### src/rtl/bsg_tx_ctrl_if.sv
// Register bus and modulator byte stream for bsg_tx_ctrl.
// The slave modport is the controller's view; the master modport is the host/modulator side.
interface bsg_tx_ctrl_if #(
    parameter int DATA_WIDTH = 8
);
    logic                  WRITE_ENABLE;
    logic [DATA_WIDTH-1:0] addr_in;
    logic [DATA_WIDTH-1:0] data_in;
    logic [DATA_WIDTH-1:0] rd_data;
    logic                  mod_enable;
    logic                  mod_valid;
    logic [DATA_WIDTH-1:0] mod_data;
    logic                  mod_ready;

    modport slave (
        input  WRITE_ENABLE, addr_in, data_in, mod_ready,
        output rd_data, mod_enable, mod_valid, mod_data
    );

    modport master (
        output WRITE_ENABLE, addr_in, data_in, mod_ready,
        input  rd_data, mod_enable, mod_valid, mod_data
    );
endinterface

### src/rtl/bsg_tx_ctrl.sv
// TX controller: register-mapped byte FIFO feeding a valid/ready modulator stream.
// STATUS = {count, OVF, busy, full, empty}; CTRL = {FLUSH, EN}.
module bsg_tx_ctrl #(
    parameter int                    DATA_WIDTH  = 8,
    parameter int                    FIFO_DEPTH  = 4,
    parameter logic [DATA_WIDTH-1:0] CTRL_ADDR   = 'h00,
    parameter logic [DATA_WIDTH-1:0] DATA_ADDR   = 'h01,
    parameter logic [DATA_WIDTH-1:0] STATUS_ADDR = 'h02
) (
    input logic          G_CLK_TX,
    input logic          rst,
    bsg_tx_ctrl_if.slave bus
);
    localparam int PW = $clog2(FIFO_DEPTH);
    localparam int CW = PW + 1;

    typedef enum logic {IDLE, PRESENT} state_t;

    state_t                state_q, state_d;
    logic                  en_q, ovf_q;
    logic [PW-1:0]         wr_ptr, rd_ptr;
    logic [CW-1:0]         count_q;
    logic [DATA_WIDTH-1:0] mem [FIFO_DEPTH];
    logic [DATA_WIDTH-1:0] mod_data_q, rd_data_q, rd_mux;
    logic [7:0]            status;
    logic                  wr_ctrl, wr_data, wr_stat;
    logic                  flush, empty, full, pop, push, drop;

    assign wr_ctrl = bus.WRITE_ENABLE && (bus.addr_in == CTRL_ADDR);
    assign wr_data = bus.WRITE_ENABLE && (bus.addr_in == DATA_ADDR);
    assign wr_stat = bus.WRITE_ENABLE && (bus.addr_in == STATUS_ADDR);
    assign flush   = wr_ctrl && bus.data_in[1];
    assign empty   = (count_q == '0);
    assign full    = (count_q == CW'(FIFO_DEPTH));
    // A full FIFO still accepts a byte when the head leaves in the same cycle.
    assign push    = wr_data && (!full || pop);
    assign drop    = wr_data && full && !pop;

    always_comb begin
        state_d = state_q;
        pop     = 1'b0;
        unique case (state_q)
            IDLE: begin
                if (en_q && !empty) begin
                    pop     = 1'b1;
                    state_d = PRESENT;
                end
            end
            PRESENT: begin
                if (bus.mod_ready) begin
                    if (en_q && !empty) pop = 1'b1;
                    else state_d = IDLE;
                end
            end
            default: state_d = IDLE;
        endcase
        if (flush) begin
            pop     = 1'b0;
            state_d = IDLE;
        end
    end

    assign status = {4'(count_q), ovf_q, (state_q == PRESENT), full, empty};

    always_comb begin
        rd_mux = '0;
        unique case (1'b1)
            (bus.addr_in == CTRL_ADDR):   rd_mux = DATA_WIDTH'(en_q);
            (bus.addr_in == STATUS_ADDR): rd_mux = DATA_WIDTH'(status);
            default:                      rd_mux = '0;
        endcase
    end

    always_ff @(posedge G_CLK_TX or negedge rst) begin
        if (!rst) begin
            state_q    <= IDLE;
            en_q       <= 1'b0;
            ovf_q      <= 1'b0;
            wr_ptr     <= '0;
            rd_ptr     <= '0;
            count_q    <= '0;
            mod_data_q <= '0;
            rd_data_q  <= '0;
            for (int i = 0; i < FIFO_DEPTH; i++) mem[i] <= '0;
        end else begin
            state_q <= state_d;
            if (wr_ctrl) en_q <= bus.data_in[0];
            if (drop) ovf_q <= 1'b1;
            else if (wr_stat && bus.data_in[3]) ovf_q <= 1'b0;
            if (!bus.WRITE_ENABLE) rd_data_q <= rd_mux;
            if (push) mem[wr_ptr] <= bus.data_in;
            if (flush) begin
                wr_ptr     <= '0;
                rd_ptr     <= '0;
                count_q    <= '0;
                mod_data_q <= '0;
            end else begin
                if (push) wr_ptr <= wr_ptr + 1'b1;
                if (pop) begin
                    rd_ptr     <= rd_ptr + 1'b1;
                    mod_data_q <= mem[rd_ptr];
                end
                if (push && !pop) count_q <= count_q + 1'b1;
                else if (pop && !push) count_q <= count_q - 1'b1;
            end
        end
    end

    assign bus.mod_valid  = (state_q == PRESENT);
    assign bus.mod_enable = en_q;
    assign bus.mod_data   = mod_data_q;
    assign bus.rd_data    = rd_data_q;
endmodule

### src/flat_wrapper.sv
// flat-port wrapper written by rule: the top's interface ports become plain ports
module bsg_tx_ctrl_flat 
#(
    parameter int                    DATA_WIDTH  = 8,
    parameter int                    FIFO_DEPTH  = 4,
    parameter logic [DATA_WIDTH-1:0] CTRL_ADDR   = 'h00,
    parameter logic [DATA_WIDTH-1:0] DATA_ADDR   = 'h01,
    parameter logic [DATA_WIDTH-1:0] STATUS_ADDR = 'h02
)
  (G_CLK_TX, rst, bus_WRITE_ENABLE, bus_addr_in, bus_data_in, bus_mod_ready, bus_rd_data, bus_mod_enable, bus_mod_valid, bus_mod_data);
  bsg_tx_ctrl_if #(.DATA_WIDTH(DATA_WIDTH)) bus_i ();
  input logic G_CLK_TX;
  input logic rst;
  input wire logic [$bits(bus_i.WRITE_ENABLE)-1:0] bus_WRITE_ENABLE;
  input wire logic [$bits(bus_i.addr_in)-1:0] bus_addr_in;
  input wire logic [$bits(bus_i.data_in)-1:0] bus_data_in;
  input wire logic [$bits(bus_i.mod_ready)-1:0] bus_mod_ready;
  output wire logic [$bits(bus_i.rd_data)-1:0] bus_rd_data;
  output wire logic [$bits(bus_i.mod_enable)-1:0] bus_mod_enable;
  output wire logic [$bits(bus_i.mod_valid)-1:0] bus_mod_valid;
  output wire logic [$bits(bus_i.mod_data)-1:0] bus_mod_data;
  assign bus_i.WRITE_ENABLE = bus_WRITE_ENABLE;
  assign bus_i.addr_in = bus_addr_in;
  assign bus_i.data_in = bus_data_in;
  assign bus_i.mod_ready = bus_mod_ready;
  assign bus_rd_data = bus_i.rd_data;
  assign bus_mod_enable = bus_i.mod_enable;
  assign bus_mod_valid = bus_i.mod_valid;
  assign bus_mod_data = bus_i.mod_data;
  bsg_tx_ctrl #(.DATA_WIDTH(DATA_WIDTH), .FIFO_DEPTH(FIFO_DEPTH), .CTRL_ADDR(CTRL_ADDR), .DATA_ADDR(DATA_ADDR), .STATUS_ADDR(STATUS_ADDR)) u_core (.G_CLK_TX(G_CLK_TX), .rst(rst), .bus(bus_i));
endmodule
### config.mk
export PLATFORM = sky130hd
export DESIGN_NAME = bsg_tx_ctrl_flat
export DESIGN_NICKNAME = d
export VERILOG_FILES = /design/src/rtl/bsg_tx_ctrl_if.sv /design/src/rtl/bsg_tx_ctrl.sv /design/src/flat_wrapper.sv
export SDC_FILE = /design/constraint.sdc
export NUM_CORES = 1
export LEC_CHECK = 0
export CORE_MARGIN = 2
export CORE_UTILIZATION = 47
export DETAILED_ROUTE_END_ITERATION = 8
export PLACE_DENSITY = 0.68
export SETUP_SLACK_MARGIN = 0.5
export SLEW_MARGIN = 10
export SYNTH_ARGS = -nofsm -noshare
export SYNTH_HDL_FRONTEND = slang
export SYNTH_SLANG_ARGS = --single-unit
### constraint.sdc
create_clock -name G_CLK_TX -period 2.78 [get_ports G_CLK_TX]
set_input_delay 0.417 -clock G_CLK_TX [delete_from_list [all_inputs] [get_ports G_CLK_TX]]
set_output_delay 0.417 -clock G_CLK_TX [all_outputs]
set_load 0.01 [all_outputs]
## Word level (Yosys, flattened, before mapping)

Index checks and enable logic that the tools add are counted.

- Output and inout bits: 18
- Bits of input ports: 20
- Register bits: 58

- Bitwise operators: 3
- Equality and inequality tests: 3
- Multiplexer cells: 25
- Add/sub/neg operators: 4
- Reductions and logical operators: 23
- Order comparisons: 3

Operator list:

| kind | number |
|---|---|
| 2-to-1 mux 8 bit | 5 |
| bitwise mux 32 bit | 1 |
| binary-select mux 8 bit (select 2 bit) | 1 |
| demux 8 bit (select 2 bit) | 1 |
| case mux 7 bit (2 select lines) | 1 |
| logical AND 1 bit | 12 |
| 2-to-1 mux 3 bit | 3 |
| == test 8 x 1 -> 1 bit, second input constant | 1 |
| == test 8 x 2 -> 1 bit, second input constant | 1 |
| zero test 8 bit | 1 |
| 2-to-1 mux 2 bit | 4 |
| 2-to-1 mux 1 bit | 7 |
| greater-or-equal comparator 3 bit, second input constant | 2 |
| NOT 2 -> 3 bit | 2 |
| nonzero test 2 bit | 3 |
| adder 2 x 1 -> 2 bit, second input constant | 2 |
| zero test 1 bit | 4 |
| case mux 1 bit (2 select lines) | 2 |
| adder 3 x 1 -> 3 bit, second input constant | 1 |
| == test 3 bit, second input constant | 1 |
| zero test 3 bit | 1 |
| < comparator 3 x 1 -> 1 bit, second input constant | 1 |
| nonzero test 3 bit | 1 |
| subtractor 3 x 1 -> 3 bit, second input constant | 1 |
| 2 further kinds | 2 |

## Depth between registers and ports, before layout

Gate-level depths: netlist of run 1.

- Word-level depth: 14
- Depth in mapped cells: 10
- Gate-level depth less buffers: 8

## Least setup slack after synthesis of run 1

Ideal clock, no wire load.

- Path type: input to register
- Start: input port bus_mod_ready
- End: register u_core.count_q[2]
- Stages on the path: 9
- Buffers on the path: 1
- Library setup time: 0.078 ns
- Path slack: 0.301 ns
- Arrival time: 2.402 ns
- Path through: nand2b_4 a2111o_1 buf_6 and3_4 ha_1 fa_1 xnor2_1 or3_1 a21oi_1

- Word-level cells in the longest chain between the ends: 8
- Elaborated cells between the ends (all ways): 12

Ends and longest elaborated chain:

| what | line | RTL |
|---|---|---|
| start: declaration | flat_wrapper.sv:17 | `input wire logic [$bits(bus_i.mod_ready)-1:0] bus_mod_ready;` |
| 2-to-1 mux 1 bit * | bsg_tx_ctrl.sv:50 | `if (bus.mod_ready) begin` |
| case mux 1 bit (2 select lines) * | bsg_tx_ctrl.sv:42 | `unique case (state_q)` |
| 2-to-1 mux 1 bit * | bsg_tx_ctrl.sv:57 | `if (flush) begin` |
| logical OR 1 bit | bsg_tx_ctrl.sv:36 | `assign push = wr_data && (!full \|\| pop);` |
| logical AND 1 bit | bsg_tx_ctrl.sv:36 |  |
| logical AND 1 bit or zero test 1 bit (tied branches) | bsg_tx_ctrl.sv:103, bsg_tx_ctrl.sv:104 |  |
| 2-to-1 mux 3 bit or logical AND 1 bit (tied branches) | bsg_tx_ctrl.sv:103, bsg_tx_ctrl.sv:104 |  |
| 2-to-1 mux 3 bit or nonzero test 3 bit (tied branches) | - |  |
| end signal: assignment | bsg_tx_ctrl.sv:103 | `if (push && !pop) count_q <= count_q + 1'b1;` |
| end signal: assignment | bsg_tx_ctrl.sv:104 | `else if (pop && !push) count_q <= count_q - 1'b1;` |
| end: declaration | bsg_tx_ctrl.sv:22 | `logic [CW-1:0] count_q;` |

Every way passes the cells marked *; elsewhere a longest branch is shown, timed or not.
A chain may end at the register's enable or synchronous reset.

## Worst setup path in the final report of run 1

- Start: input port bus_data_in[1]
- End: register u_core.count_q[2]

- Word-level cells in the longest chain between the ends: 7
- Elaborated cells between the ends (all ways): 11

Ends and longest elaborated chain:

| what | line | RTL |
|---|---|---|
| start: declaration | flat_wrapper.sv:16 | `input wire logic [$bits(bus_i.data_in)-1:0] bus_data_in;` |
| logical AND 1 bit * | bsg_tx_ctrl.sv:32 | `assign flush = wr_ctrl && bus.data_in[1];` |
| 2-to-1 mux 1 bit | bsg_tx_ctrl.sv:57 |  |
| logical OR 1 bit | bsg_tx_ctrl.sv:36 |  |
| logical AND 1 bit | bsg_tx_ctrl.sv:36 |  |
| logical AND 1 bit or zero test 1 bit (tied branches) | bsg_tx_ctrl.sv:103, bsg_tx_ctrl.sv:104 |  |
| 2-to-1 mux 3 bit or logical AND 1 bit (tied branches) | bsg_tx_ctrl.sv:103, bsg_tx_ctrl.sv:104 |  |
| 2-to-1 mux 3 bit or nonzero test 3 bit (tied branches) | - |  |

Marked as above.

==> results of run 1 <==
-- metal layers --
layer / global-route usage, % / wire length [um] / vias up
met5: 0 / 0 / -
met4: 6.50 / 78 / 0
met3: 5.27 / 140 / 8
met2: 26.5 / 2490 / 28
met1: 27.7 / 2690 / 867
li1: - / - / 836
-- logic make-up (layout without fill, tap and decap cells) --
group                    Yosys count  in the layout  share of synthesized area [%]
XOR/XNOR                           4              4                           1.23
adder cells (fa/ha/maj)            6              6                           2.90
other                              1              1                          0.132
AO/OA/AOI/OAI                     25             25                           6.12
flip-flops                        57             57                           50.2
buffers and inverters             17             73                           3.17
AND/OR/NAND/NOR                   50             50                           11.9
multiplexers                      43             43                           24.4
-- placed cells by master (no fill, tap or decap), types with 2 or more instances in the layout --
cell             Yosys  routed
xor2_1               2       2
nand2b_4             1       2
and3_4               1       2
a22o_1               5       5
clkbuf_8             0      10
nand3_1              2       2
dlygate4sd2_1        0       2
nand4_4              4       4
a21oi_1             11      10
mux4_2               8       8
ha_1                 5       4
clkdlybuf4s50_1      0      31
mux2_1               2       2
clkbuf_1             4       2
buf_4                2      18
nor2_1               9       9
nor3_1               2       2
nand2_1             18      18
mux2_4              32      32
nor2b_1              2       2
dfrtp_1             57      54
inv_1                6       6
dfrtp_2              0       3
dlymetal6s2s_1       0       2
-- final cells by class --
class | instances | area, um2 | area share [%]
sequential | 57 | 1430 | 40.2
timing repair buffer | 54 | 493 | 13.8
tap | 75 | 93.8 | 2.64
inverter | 6 | 22.5 | 0.632
clock buffer | 12 | 145 | 4.08
multi-input combinational | 129 | 1370 | 38.5
clock inverter | 1 | 5.00 | 0.141
-- timing repair --
action | in CTS | in global routing
resized for setup | 5 | 7
hold buffers | 0 | 0
endpoints found under the hold margin | 0 | 0
setup buffers | 3 | 4
cloned | 0 | 0
pin swaps | 6 | 9
setup endpoints to repair | 1 | 1
-- flip-flops by register name, indices dropped and copies added, names as in the netlist --
name and count:
u_core.bus.mod_enable 1, u_core.mem 32, u_core.count_q 3, u_core.wr_ptr 2
u_core.rd_ptr 2, u_core.bus.mod_valid 1, u_core.bus.mod_data 8, u_core.bus.rd_data 7
u_core.ovf_q 1
-- path summary, 6_finish.rpt --
kind | startpoint | to | slack, ns | depth (start not counted)
worst min-delay path | rst | u_core.mem[12]$_DFFE_PN0P_ | 0.07 | 1
worst max register to register | u_core.bus.mod_enable$_DFFE_PN0N_ | u_core.count_q[2]$_DFFE_PN0P_ | 0.54 | 7
min in group G_CLK_TX | u_core.bus.rd_data[0]$_DFFE_PN0N_ | u_core.bus.rd_data[0]$_DFFE_PN0N_ | 0.49 | 2
max in group asynchronous | rst | u_core.bus.mod_enable$_DFFE_PN0N_ | 2.04 | 2
worst max-delay path | bus_data_in[1] | u_core.count_q[2]$_DFFE_PN0P_ | 0.54 | 9
worst min register to register | u_core.bus.rd_data[0]$_DFFE_PN0N_ | u_core.bus.rd_data[0]$_DFFE_PN0N_ | 0.49 | 2
-- critical path, cell delays in order --
cell             delay (ns)
clkdlybuf4s50_1        0.44
nor3b_1                0.16
and4_1                 0.22
nand2b_4               0.15
ha_4                   0.16
fa_2                   0.34
xnor2_2                0.14
or3_4                  0.33
a21oi_2                0.13
-- synth_stat cells (2+ instances only) --
cell type and number:
a21oi_1 11, a22o_1 5, buf_2 3, buf_4 2, buf_6 2, clkbuf_1 4, dfrtp_1 57, ha_1 5
inv_1 6, mux2_1 2, mux2_4 32, mux4_2 8, nand2_1 18, nand2b_1 2, nand3_1 2, nand4_4 4
nor2_1 9, nor2b_1 2, nor3_1 2, or3_1 2, xnor2_1 2, xor2_1 2
-- through the flow --
stage	instances	area, um2	power, uW
floorplan	203	2860	1150
global placement	314	3320	1250
detailed placement	314	3320	1260
CTS	330	3510	1900
global route	334	3560	2000
finish	334	3560	1900
-- power by group --
part | leakage, uW | switching, uW | total [uW] | internal (uW)
clock network | 0.0000782 | 296 | 627 | 332
logic | 0.000841 | 139 | 308 | 169
registers | 0.000776 | 92.1 | 964 | 872
==> run_results.csv, run 1 <==
group,metric,value,unit
drt,ant_nets,0,
synth,synth.net_count,229,
sta,worst_pin_slew,0.652,ns
worst_hold_path,hp-class,"primary input to async pin",
synth,syn_avg_cell_area,14.0,um2
worst_setup_path,cp-start-kind,"primary input",
global_routing,grt_max_degree,25,
placed_design,place_ws,0.0268,ns
finish,nFillCells,490,
clock_tree,ctsRootBufferMaster,"clkbuf_8",
pwr,p_leak,0.00170,uW
global_routing,first_global_vias,1714,
global_routing,gr-total-overflow,0,
worst_setup_path,crit_required,3.03,ns
clock_tree,clock-sinks,57,
drt,drt_iter0_markers,65,
clock_tree,cts_tree,"yes",
finish,final_util,60.5,%
pwr,power.density,533,nW/um2
finish,area_delta_synth_final,25.2,%
floorplanning,initial_core_util,48.3,%
synth,async_flop_share,100,%
sta,rsz0062_at_grt,"true",
status,status,"complete, no violations",
synth,yosysWarnings,0,
sta,finalClockSkew,0.00830,ns
drt,routed_wl,5.40,mm
synth,yosys.area.top_type_share,50.2,%
sta,fin_crit,2.24,ns
drt,drc,0,
sta,layout_setup_ws,0.538,ns
floorplanning,die_w,81.8,um
floorplanning,io_pins,38,
synth,synthCells,203,
worst_setup_path,crit_fanout,2,
finish,antenna_cells,0,
sta,fmax,446,MHz
synth,synth_edf_count,0,
drt,wl_per_cell,16.2,um
worst_setup_path,crit_type,"primary input to flip-flop",
clock_tree,h-tree-depth,3,
synth,synth_ff_type,"dfrtp_1",
worst_setup_path,cp.arrival,2.49,ns
worst_setup_path,cp-end-kind,"flip-flop",
synth,ys_seq_area_share,50.2,%
drt,viasPerCell,5.21,
clock_tree,clk_pin_slew,0.06,ns
placed_design,port_buffers,36,
floorplanning,std_cell_rows,28,
global_routing,grt_pass1_wl,9.14,mm
floorplanning,die-area,6690,um2
synth,ys_types,43,
clock_tree,cts_buffers,9,
sta,min_period_over_period,80.6,%
floorplanning,core,5890,um2
finish,layout-drive-gt1-share,34.0,%
sta,finalSetupViolations,0,
synth,yosys-top-cells-area,"dfrtp_1 (50%), mux2_4 (17%), mux4_2 (6.3%), nand4_4 (3.0%), nand2_1 (2.4%)",
synth,syn_area,2840,um2
sta,worst_hold_slack,0.0731,ns
drt,drtPass1Iterations,4,
global_routing,grt.total_usage,18.8,%
synth,yosysTopAreaCell,"dfrtp_1",
global_routing,antenna_found_initial,0,
run,cap_violations,0,
sta,hold_viol,0,
placed_design,place_congestion,0.788,
clock_tree,clk_latency,0.33,ns
clock_tree,cts_buffer_depth,2,
floorplanning,die_h,81.8,um
sta,slew_violations,0,
placed_design,dp_hpwl,3.79,mm
pwr,peakVddDrop,0.345,mV
finish,fin_nets,283,
sta,finalSetupTns,0,ns
drt,vias,1739,
sta,maxSlewHeadroom,56.5,%
synth,yosys_register_bits,57,
Power figures use the tool's default switching activity.
==> run 2, diff against run 1 <==
- clock period: 2.78 -> 2.1 ns (I/O delays scaled with it)
==> run_results.csv, run 2 (synthesis gave the netlist of run 1 again) <==
group,metric,value,unit
status,status,"finished with violations",
status,violations,"negative setup slack",
floorplanning,initial_core_util,48.3,%
placed_design,dpl-instance-area,3460,um2
clock_tree,cts_tree,"yes",
drt,drt_iter0_markers,57,
worst_setup_path,regToRegSetupSlack,-0.05,ns
sta,layout_setup_ws,-0.0472,ns
clock_tree,h-tree-depth,3,
sta,rsz0062_at_grt,"true",
clock_tree,cts_buffers,9,
worst_setup_path,crit_start,"u_core.bus.mod_valid$_DFF_PN0_",
clock_tree,cts_buffer_depth,2,
pwr,p_leak,0.00186,uW
finish,final_common_cell,"dfrtp_1",
floorplanning,die_w,81.8,um
sta,slew_violations,0,
pwr,p_sw,779,uW
clock_tree,clock-sinks,57,
clock_tree,clk_latency,0.34,ns
worst_hold_path,hp-class,"primary input to async pin",
finish,nFillCells,445,
worst_setup_path,crit_fanout,2,
sta,min_period_over_period,102,%
sta,finalSetupTns,-0.0472,ns
run,cap_violations,0,
worst_setup_path,path_cells,"nand2b_4 -> a2111o_1 -> and3_4 -> ha_4 -> fa_2 -> xnor2_1 -> or3_1 -> a21oi_1",
pwr,p_seq_share,43.2,%
sta,fmax,466,MHz
global_routing,grt_max_degree,37,
pwr,peakVddDrop,0.406,mV
worst_setup_path,cp.arrival,2.41,ns
floorplanning,core,5890,um2
drt,drc,0,
clock_tree,clk_pin_slew,0.07,ns
floorplanning,die_h,81.8,um
sta,finalSetupViolations,1,
finish,antenna_cells,0,
sta,finalClockSkew,0.00637,ns
global_routing,first_global_vias,1881,
pwr,p_comb_share,19.4,%
worst_setup_path,cp-end-kind,"flip-flop",
finish,design_area,3830,um2
worst_setup_path,slowest_delay,0.40,ns
pwr,swShare,27.4,%
worst_setup_path,crit_type,"flip-flop to flip-flop",
finish,layout-drive-gt1-share,41.5,%
floorplanning,io_pins,38,
worst_setup_path,crit_required,2.37,ns
global_routing,grt_pass1_wl,9.67,mm
placed_design,port_buffers,36,
drt,ant_nets,0,
drt,vias,1897,
floorplanning,die-area,6690,um2
finish,largest_reg_flops,32,
finish,multi_input_area,1410,um2
pwr,p_int,2070,uW
pwr,power.density,742,nW/um2
drt,wl_per_cell,16.8,um
finish,fin_nets,303,
drt,drtPass1Iterations,4,
global_routing,gr-total-overflow,0,
worst_setup_path,worst_path_max_delay_cell,"a2111o_1",
floorplanning,std_cell_rows,28,
finish,final_cell_mix,"dfrtp_1 (57), mux2_4 (34), buf_4 (30), clkdlybuf4s50_1 (27), nand2_1 (17)",
finish,area_delta_synth_final,34.8,%
placed_design,place_congestion,0.797,
finish,seqCellArea,1430,um2
sta,maxSlewHeadroom,64.6,%
sta,hold_viol,0,
pwr,clock_power_share,37.4,%
worst_setup_path,cp-start-kind,"flip-flop",
sta,worst_pin_slew,0.532,ns
worst_setup_path,rr_startpoint,"u_core.bus.mod_valid$_DFF_PN0_",
drt,viasPerCell,5.31,
global_routing,grt.total_usage,19.5,%
drt,routed_wl,5.99,mm
global_routing,antenna_found_initial,0,
sta,fin_crit,2.15,ns
clock_tree,ctsRootBufferMaster,"clkbuf_8",
finish,regMostFlops,"u_core.mem",
placed_design,dp_hpwl,3.94,mm
-- run 2: repair_timing --
action | CTS | global route
endpoints found under the setup margin | 40 | 39
buffers inserted | 5 | 6
resized for setup | 14 | 20
hold buffers | 1 | 0
pin swaps | 4 | 16
hold endpoints to repair | 21 | 0
-- run 2: metal layers --
metal	up-vias	share of wire [%]	global-route usage, %	wire length, um
li1	881	-	-	-
met1	972	47	27.0	2820
met2	36	48	29.3	2910
met3	8	2.9	4.07	171
met4	0	1.5	9.33	92
met5	-	0	0	0
-- run 2: layout make-up --
type | count | area share, %
Sequential cell | 57 | 37.2
Multi-Input combinational cell | 129 | 36.7
Timing Repair Buffer | 74 | 17.7
Clock buffer | 12 | 4.05
Tap cell | 75 | 2.45
Clock inverter | 4 | 1.34
Inverter | 6 | 0.587
-- run 2: final timing paths --
path / endpoint / cells after the start
min in group G_CLK_TX: u_core.bus.rd_data[0]$_DFFE_PN0N_ / 2
min reg2reg: u_core.bus.rd_data[0]$_DFFE_PN0N_ / 2
min: u_core.mem[15]$_DFFE_PN0P_ / 2
max reg2reg: u_core.count_q[2]$_DFFE_PN0P_ / 8
max: u_core.count_q[2]$_DFFE_PN0P_ / 8
max in group asynchronous: u_core.bus.mod_valid$_DFF_PN0_ / 3
-- run 2: worst max-delay path, delay by kind of cell, from the launching register on --
family | cells | cell delay, ns
DFF | 1 | 0.39
AOI/OAI and AO/OA | 2 | 0.53
adders and majority gates | 2 | 0.49
xor gates and xnor gates | 1 | 0.13
and+or+nand+nor | 3 | 0.55
-- run 2: power groups by stage --
| stage | logic [uW] | clock network, uW | registers, uW |
|---|---|---|---|
| after floorplan | 321 | 0 | 1210 |
| after global placement | 497 | 0 | 1250 |
| after detailed placement | 501 | 0 | 1250 |
| after CTS | 507 | 1090 | 1230 |
| after global routing | 608 | 1130 | 1240 |
| final | 552 | 1060 | 1230 |
-- run 2: stage by stage --
stage	instances	hold WS, ns	utilization [%]	setup slack [ns]	power, uW
6_report	357	0.487	65.2	-0.0472	2840
5_1_grt	357	0.524	65.2	-0.0923	2970
4_1_cts	351	0.490	63.4	-0.0506	2820
3_5_place_dp	329	0.315	58.8	-0.466	1750
3_3_place_gp	329	0.315	58.8	-0.424	1740
2_1_floorplan	203	0.0194	-	-0.178	1530
